===== src/rtl/ssm_pkg.sv =====
// Shared SSM constants: FP16 width, multiplier/adder latency defaults, requester ids.
// Latency: n/a (package). Backpressure: n/a.
package ssm_pkg;

  localparam int FP16_W    = 16;
  localparam int M_LAT_DEF = 6;
  localparam int A_LAT_DEF = 4;
  localparam int NREQ_DEF  = 5;

  typedef enum logic [2:0] {
    REQ_DX  = 3'd0,
    REQ_DXB = 3'd1,
    REQ_DAH = 3'd2,
    REQ_HC  = 3'd3,
    REQ_XD  = 3'd4
  } req_id_e;

  // Requester-id width; a single bit is kept even for two requesters.
  function automatic int tw_of(input int n);
    return (n > 2) ? $clog2(n) : 1;
  endfunction

endpackage


===== src/rtl/rr_pick.sv =====
// Round-robin picker: first set bit of mask scanning upward from ptr with wrap.
// Latency: combinational. Backpressure: none.
module rr_pick #(
  parameter int N  = 5,
  parameter int TW = 3
) (
  input  logic [N-1:0]  mask,
  input  logic [TW-1:0] ptr,
  output logic [N-1:0]  gnt,
  output logic [TW-1:0] idx,
  output logic          any
);

  int          ci;
  logic [TW-1:0] c;

  always_comb begin
    gnt = '0;
    idx = '0;
    any = 1'b0;
    ci  = 0;
    c   = '0;
    for (int i = 0; i < N; i++) begin
      ci = int'(ptr) + i;
      if (ci >= N) ci = ci - N;
      c = TW'(ci);
      if (!any && mask[c]) begin
        any    = 1'b1;
        gnt[c] = 1'b1;
        idx    = c;
      end
    end
  end

endmodule


===== src/rtl/fp16_mul_arbiter.sv =====
// Shares one fixed-latency FP16 multiplier among NREQ requesters (round-robin, burst lock, hold).
// Latency: handshake to res_valid is M_LAT+2 cycles. Backpressure: hold gates grants; results cannot stall.
module fp16_mul_arbiter
  import ssm_pkg::*;
#(
  parameter int  NREQ  = NREQ_DEF,
  parameter int  DW    = FP16_W,
  parameter int  M_LAT = M_LAT_DEF,
  localparam int TW    = tw_of(NREQ)
) (
  input  logic               clk,
  input  logic               rst,
  input  logic [NREQ-1:0]    req_valid,
  input  logic [NREQ-1:0]    req_lock,
  input  logic [NREQ*DW-1:0] req_a_flat,
  input  logic [NREQ*DW-1:0] req_b_flat,
  output logic [NREQ-1:0]    req_ready,
  input  logic               hold,
  output logic [DW-1:0]      mul_a,
  output logic [DW-1:0]      mul_b,
  output logic               mul_in_valid,
  input  logic [DW-1:0]      mul_y,
  output logic [NREQ-1:0]    res_valid,
  output logic [DW-1:0]      res_data,
  output logic [TW-1:0]      grant_id,
  output logic               idle
);

  localparam int CW = $clog2(M_LAT + 3);

  typedef struct packed {
    logic          vld;
    logic [TW-1:0] id;
  } tag_t;

  logic [TW-1:0]   ptr_q, ptr_d;
  logic            lock_q, lock_d;
  logic [TW-1:0]   locked_id_q, locked_id_d;
  logic [DW-1:0]   mul_a_q, mul_a_d;
  logic [DW-1:0]   mul_b_q, mul_b_d;
  logic            mul_in_valid_q, mul_in_valid_d;
  logic [TW-1:0]   grant_id_q, grant_id_d;
  tag_t            tag_q [M_LAT];
  tag_t            tag_d [M_LAT];
  logic [NREQ-1:0] res_valid_q, res_valid_d;
  logic [DW-1:0]   res_data_q, res_data_d;
  logic [CW-1:0]   cnt_q, cnt_d;
  logic            idle_q, idle_d;

  logic [NREQ-1:0] elig, lock_mask, gnt;
  logic [TW-1:0]   gidx;
  logic            hs;

  // A held lock narrows eligibility to the owner, so its absence leaves a bubble.
  always_comb begin
    lock_mask              = '0;
    lock_mask[locked_id_q] = 1'b1;
    elig                   = req_valid & ~{NREQ{hold}};
    if (lock_q) elig = elig & lock_mask;
  end

  rr_pick #(
    .N  (NREQ),
    .TW (TW)
  ) u_pick (
    .mask (elig),
    .ptr  (ptr_q),
    .gnt  (gnt),
    .idx  (gidx),
    .any  (hs)
  );

  assign req_ready = gnt;

  always_comb begin
    ptr_d          = ptr_q;
    lock_d         = lock_q;
    locked_id_d    = locked_id_q;
    mul_a_d        = mul_a_q;
    mul_b_d        = mul_b_q;
    mul_in_valid_d = hs;
    grant_id_d     = grant_id_q;
    if (hs) begin
      grant_id_d = gidx;
      if (req_lock[gidx]) begin
        lock_d      = 1'b1;
        locked_id_d = gidx;
      end else begin
        lock_d = 1'b0;
        ptr_d  = (gidx == TW'(NREQ - 1)) ? '0 : gidx + TW'(1);
      end
      for (int i = 0; i < NREQ; i++) begin
        if (gnt[i]) begin
          mul_a_d = req_a_flat[i*DW +: DW];
          mul_b_d = req_b_flat[i*DW +: DW];
        end
      end
    end
  end

  // Tags enter one cycle after issue so the last stage lines up with mul_y.
  always_comb begin
    tag_d[0] = '{vld: mul_in_valid_q, id: grant_id_q};
    for (int k = 1; k < M_LAT; k++) tag_d[k] = tag_q[k-1];
  end

  always_comb begin
    res_valid_d = '0;
    res_data_d  = res_data_q;
    if (tag_q[M_LAT-1].vld) begin
      res_valid_d[tag_q[M_LAT-1].id] = 1'b1;
      res_data_d                     = mul_y;
    end
  end

  always_comb begin
    cnt_d = cnt_q;
    case ({mul_in_valid_q, |res_valid_q})
      2'b10:   cnt_d = cnt_q + CW'(1);
      2'b01:   cnt_d = cnt_q - CW'(1);
      default: cnt_d = cnt_q;
    endcase
    idle_d = (cnt_d == '0);
  end

  always_ff @(posedge clk or negedge rst) begin
    if (!rst) begin
      ptr_q          <= '0;
      lock_q         <= 1'b0;
      locked_id_q    <= '0;
      mul_a_q        <= '0;
      mul_b_q        <= '0;
      mul_in_valid_q <= 1'b0;
      grant_id_q     <= '0;
      for (int k = 0; k < M_LAT; k++) tag_q[k] <= '0;
      res_valid_q    <= '0;
      res_data_q     <= '0;
      cnt_q          <= '0;
      idle_q         <= 1'b1;
    end else begin
      ptr_q          <= ptr_d;
      lock_q         <= lock_d;
      locked_id_q    <= locked_id_d;
      mul_a_q        <= mul_a_d;
      mul_b_q        <= mul_b_d;
      mul_in_valid_q <= mul_in_valid_d;
      grant_id_q     <= grant_id_d;
      for (int k = 0; k < M_LAT; k++) tag_q[k] <= tag_d[k];
      res_valid_q    <= res_valid_d;
      res_data_q     <= res_data_d;
      cnt_q          <= cnt_d;
      idle_q         <= idle_d;
    end
  end

  assign mul_a        = mul_a_q;
  assign mul_b        = mul_b_q;
  assign mul_in_valid = mul_in_valid_q;
  assign res_valid    = res_valid_q;
  assign res_data     = res_data_q;
  assign grant_id     = grant_id_q;
  assign idle         = idle_q;

endmodule


===== config.mk =====
export PLATFORM = sky130hd
export DESIGN_NAME = fp16_mul_arbiter
export DESIGN_NICKNAME = d
export VERILOG_FILES = /design/src/rtl/ssm_pkg.sv /design/src/rtl/rr_pick.sv /design/src/rtl/fp16_mul_arbiter.sv
export SDC_FILE = /design/constraint.sdc
export NUM_CORES = 1
export LEC_CHECK = 0
export BUFFER_PORTS_ARGS = -buffer_cell sky130_fd_sc_hd__buf_2
export CAP_MARGIN = 20
export CORE_AREA = 3 3 144 146
export CTS_BUF_LIST = sky130_fd_sc_hd__clkbuf_8
export DETAILED_ROUTE_END_ITERATION = 8
export DIE_AREA = 0 0 147 149
export GPL_TIMING_DRIVEN = 0
export MAX_ROUTING_LAYER = met4
export PLACE_DENSITY = 0.56
export SYNTH_ARGS = -nofsm -noshare
export SYNTH_HDL_FRONTEND = slang
export SYNTH_SLANG_ARGS = --single-unit

===== constraint.sdc =====
create_clock -name clk -period 11.4 [get_ports clk]
set_input_delay 0 -clock clk [delete_from_list [all_inputs] [get_ports clk]]
set_output_delay 0 -clock clk [all_outputs]
set_load 0.02 [all_outputs]

==> flow_summary.json <==
{
  "hold_end": "mul_b[6]",
  "dieArea_sq_mm": 0.0219,
  "crit_chain": "buf_2 > clkinv_1 > ha_1 > ha_1 > clkbuf_1 > nand2b_1 > o21ai_0 > a21oi_1 > nor2_1 > nor2_1 > nor3_1 > a41o_1 > a221oi_2 > clkbuf_1 > o22ai_1 > o41ai_1 > dlygate4sd3_1",
  "synth_nets": 815,
  "timing.final.hold_violations": 0,
  "maxCapViolCount": 0,
  "p_leak_uw": 0.00395,
  "wl_um": 21100,
  "clockPowerShare": 0.077,
  "synth-async-reset-ratio": 1.00,
  "critical_path.startpoint_type": "flip-flop",
  "cp-end-kind": "flip-flop",
  "path_buf_inv": 5,
  "place_area_sq_mm": 0.00742,
  "synth_edf_count": 0,
  "switching_share": 0.475,
  "grt_usage": 0.193,
  "synth_cells": 611,
  "met3_usage": 0.0392,
  "worstPathMaxFanout": 10,
  "fin_crit_sh": 0.491,
  "whs_ns": 0.0293,
  "cts_buffers": 9,
  "port_buffers": 251,
  "r2r_setup_slack_ns": 5.80,
  "peakVddDrop_mv": 0.162,
  "viasPerCell": 5.08,
  "num_vias": 6218,
  "std_cell_rows": 51,
  "worstHoldPathCells": 3,
  "drc": 0,
  "dp_slack_ns": 6.35,
  "yosysTopAreaCellShare": 0.397,
  "place_inst": 1128,
  "combPwrFrac": 0.739,
  "synthFlopType": "dfrtp_1",
  "grt.overflow.total": 0,
  "dpl.hpwl_um": 16200,
  "die_h_um": 149,
  "synthTopCellsByArea": "dfrtp_1, mux2_2, o41ai_1",
  "rr_worst_depth": 17,
  "drtIter0Drc": 330,
  "cts_tree": "built",
  "wire_per_inst_um": 17.2,
  "clk_latency_ns": 0.38,
  "clkTransAtPathRegs_ns": 0.10,
  "synth_warnings": 0,
  "worstPathArrival_ns": 5.92,
  "grt_max_degree": 66,
  "fin_crit_ns": 5.60,
  "ioPinCount": 252,
  "setup_viol": 0,
  "busiest_layer": "met2",
  "antenna_found_initial": 0,
  "tns_ns": 0,
  "cts_resized": 0,
  "tightest_slew_ns": 0.848,
  "design_area_sq_mm": 0.00845,
  "grt_pass1_wl_um": 32800,
  "fin_skew_ns": 0.00936,
  "seq_power_share": 0.184,
  "outcome": "completed",
  "maxSlewHeadroom": 0.434,
  "area_growth_pct": 45.7,
  "required_ns": 11.72,
  "ys_ff_latch": 93,
  "ys_seq_area_frac": 0.401,
  "netlist_top_cells_count": "dfrtp_1, nand2_1, mux2_2",
  "regToRegEndpoint": "mul_a[7]",
  "cts_root_buffer": "clkbuf_8",
  "p_per_area_mw_per_mm2": 385,
  "gp_congestion": 0.885,
  "cp_top_family": "compound AO/OA/AOI/OAI gates",
  "rsz0062_at_grt": "no",
  "clock_path_buffers": 2,
  "synth.distinct_cells": 72,
  "syn_area_sq_mm": 0.00580,
  "timing.final.ws_setup_ns": 5.80,
  "htree_levels": 3,
  "synth.most_common_cell": "dfrtp_1",
  "core_area_sq_mm": 0.0195,
  "cpPeakStageDelay_ns": 0.72,
  "antennaDiodeCount": 0,
  "grt_use_met2": 0.320,
  "holdCritStartpoint": "req_b_flat[70]",
  "drive_above_1_share": 0.375,
  "grtUsageMet1": 0.247,
  "cp_slowest_cell": "a221oi_2",
  "avgSynthCellArea_sq_um": 9.50,
  "hold_path.class": "in -> reg",
  "worstReg2RegStart": "ptr_q[0]",
  "synth_area_leader_cell": "dfrtp_1",
  "drv_slew": 0,
  "layout.nets": 1159,
  "fillers": 1993,
  "die_w_um": 147,
  "netSwitchingPower_uw": 1550,
  "fmax_mhz": 179,
  "p_int_uw": 1710,
  "fin_cells": 1225,
  "worstSetupPathType": "reg -> reg",
  "ant_nets": 0,
  "drtPass1Iterations": 5,
  "grt_pass1_vias": 6165,
  "clock_sinks": 93,
  "start_util": 0.297
}
per-layer routing:
metal | part of all wire | routed length (um)
met4 | 0.019 | 407
met2 | 0.49 | 10300
met3 | 0.057 | 1210
met5 | 0 | 0
met1 | 0.44 | 9200
cells by family after synthesis:
group,count (synthesis),synth area share
xor gates and xnor gates,7,0.0106
and+or+nand+nor,214,0.180
DFF,93,0.401
AOI/OAI and AO/OA,162,0.211
muxes,61,0.118
buffers and inverters,59,0.0440
adders and majority gates,15,0.0349
sequential cells by signal, summed over array words and instances, names as in the netlist:
register	count
mul_b	16
res_valid	5
mul_a	16
grant_id	3
tag_d	20
ptr_q	3
lock_q	1
locked_id_q	3
mul_in_valid	1
res_data	16
tag_q	4
cnt_q	4
idle	1
area by class of cell:
type | count | area (sq um) | share of cell area
clock buffer | 9 | 124 | 0.0147
sequential | 93 | 2330 | 0.275
multi-input combinational | 459 | 3220 | 0.381
clock inverter | 7 | 97.6 | 0.0115
buffer | 42 | 191 | 0.0226
tap | 265 | 332 | 0.0392
timing repair buffer | 333 | 2100 | 0.248
inverter | 17 | 63.8 | 0.00755
worst min-delay path, stage by stage:
cell and delay, ns:
buf_2 0.09, o22ai_1 0.18, o41ai_1 0.09
cell usage in the layout, fill, tap and decap left out, drive strengths merged, types with 7 or more instances in the layout:
cell         count
nor2            48
nor3            45
dfrtp           92
inv             18
nand2b          13
a21oi           22
o41ai           34
buf            271
ha              13
nand3            8
nand2           60
mux2i            7
mux2            54
clkbuf          32
o21ai           18
o22ai           35
dlygate4sd3     81
what timing repair did:
action,in CTS,in global routing
hold buffers,80,1
setup buffers,0,0
hold endpoints to repair,142,1
worst max-delay path by stage:
stage,cells after the start,to,start
after global placement,17,mul_a[15],ptr_q[0]
after detailed placement,17,mul_a[13],ptr_q[0]
after global routing,18,mul_a[11],ptr_q[0]
after floorplan,18,ptr_q[0],ptr_q[0]
after CTS,18,mul_a[13],ptr_q[0]
final,17,mul_a[7],ptr_q[0]
per-stage QoR:
step / util / total power, uW
6_report: 0.433 / 3260
2_1_floorplan: - / 2040
5_1_grt: 0.433 / 3540
3_5_place_dp: 0.380 / 2660
4_1_cts: 0.432 / 3250
3_3_place_gp: 0.379 / 2640
power by group through the flow:
stage | combinational, uW | sequential, uW | clock (uW)
2_1_floorplan | 1330 | 711 | 0
3_3_place_gp | 2030 | 604 | 0
3_5_place_dp | 2050 | 608 | 0
4_1_cts | 2390 | 602 | 258
5_1_grt | 2640 | 623 | 273
6_report | 2410 | 601 | 250
Power figures use the tool's default switching activity.
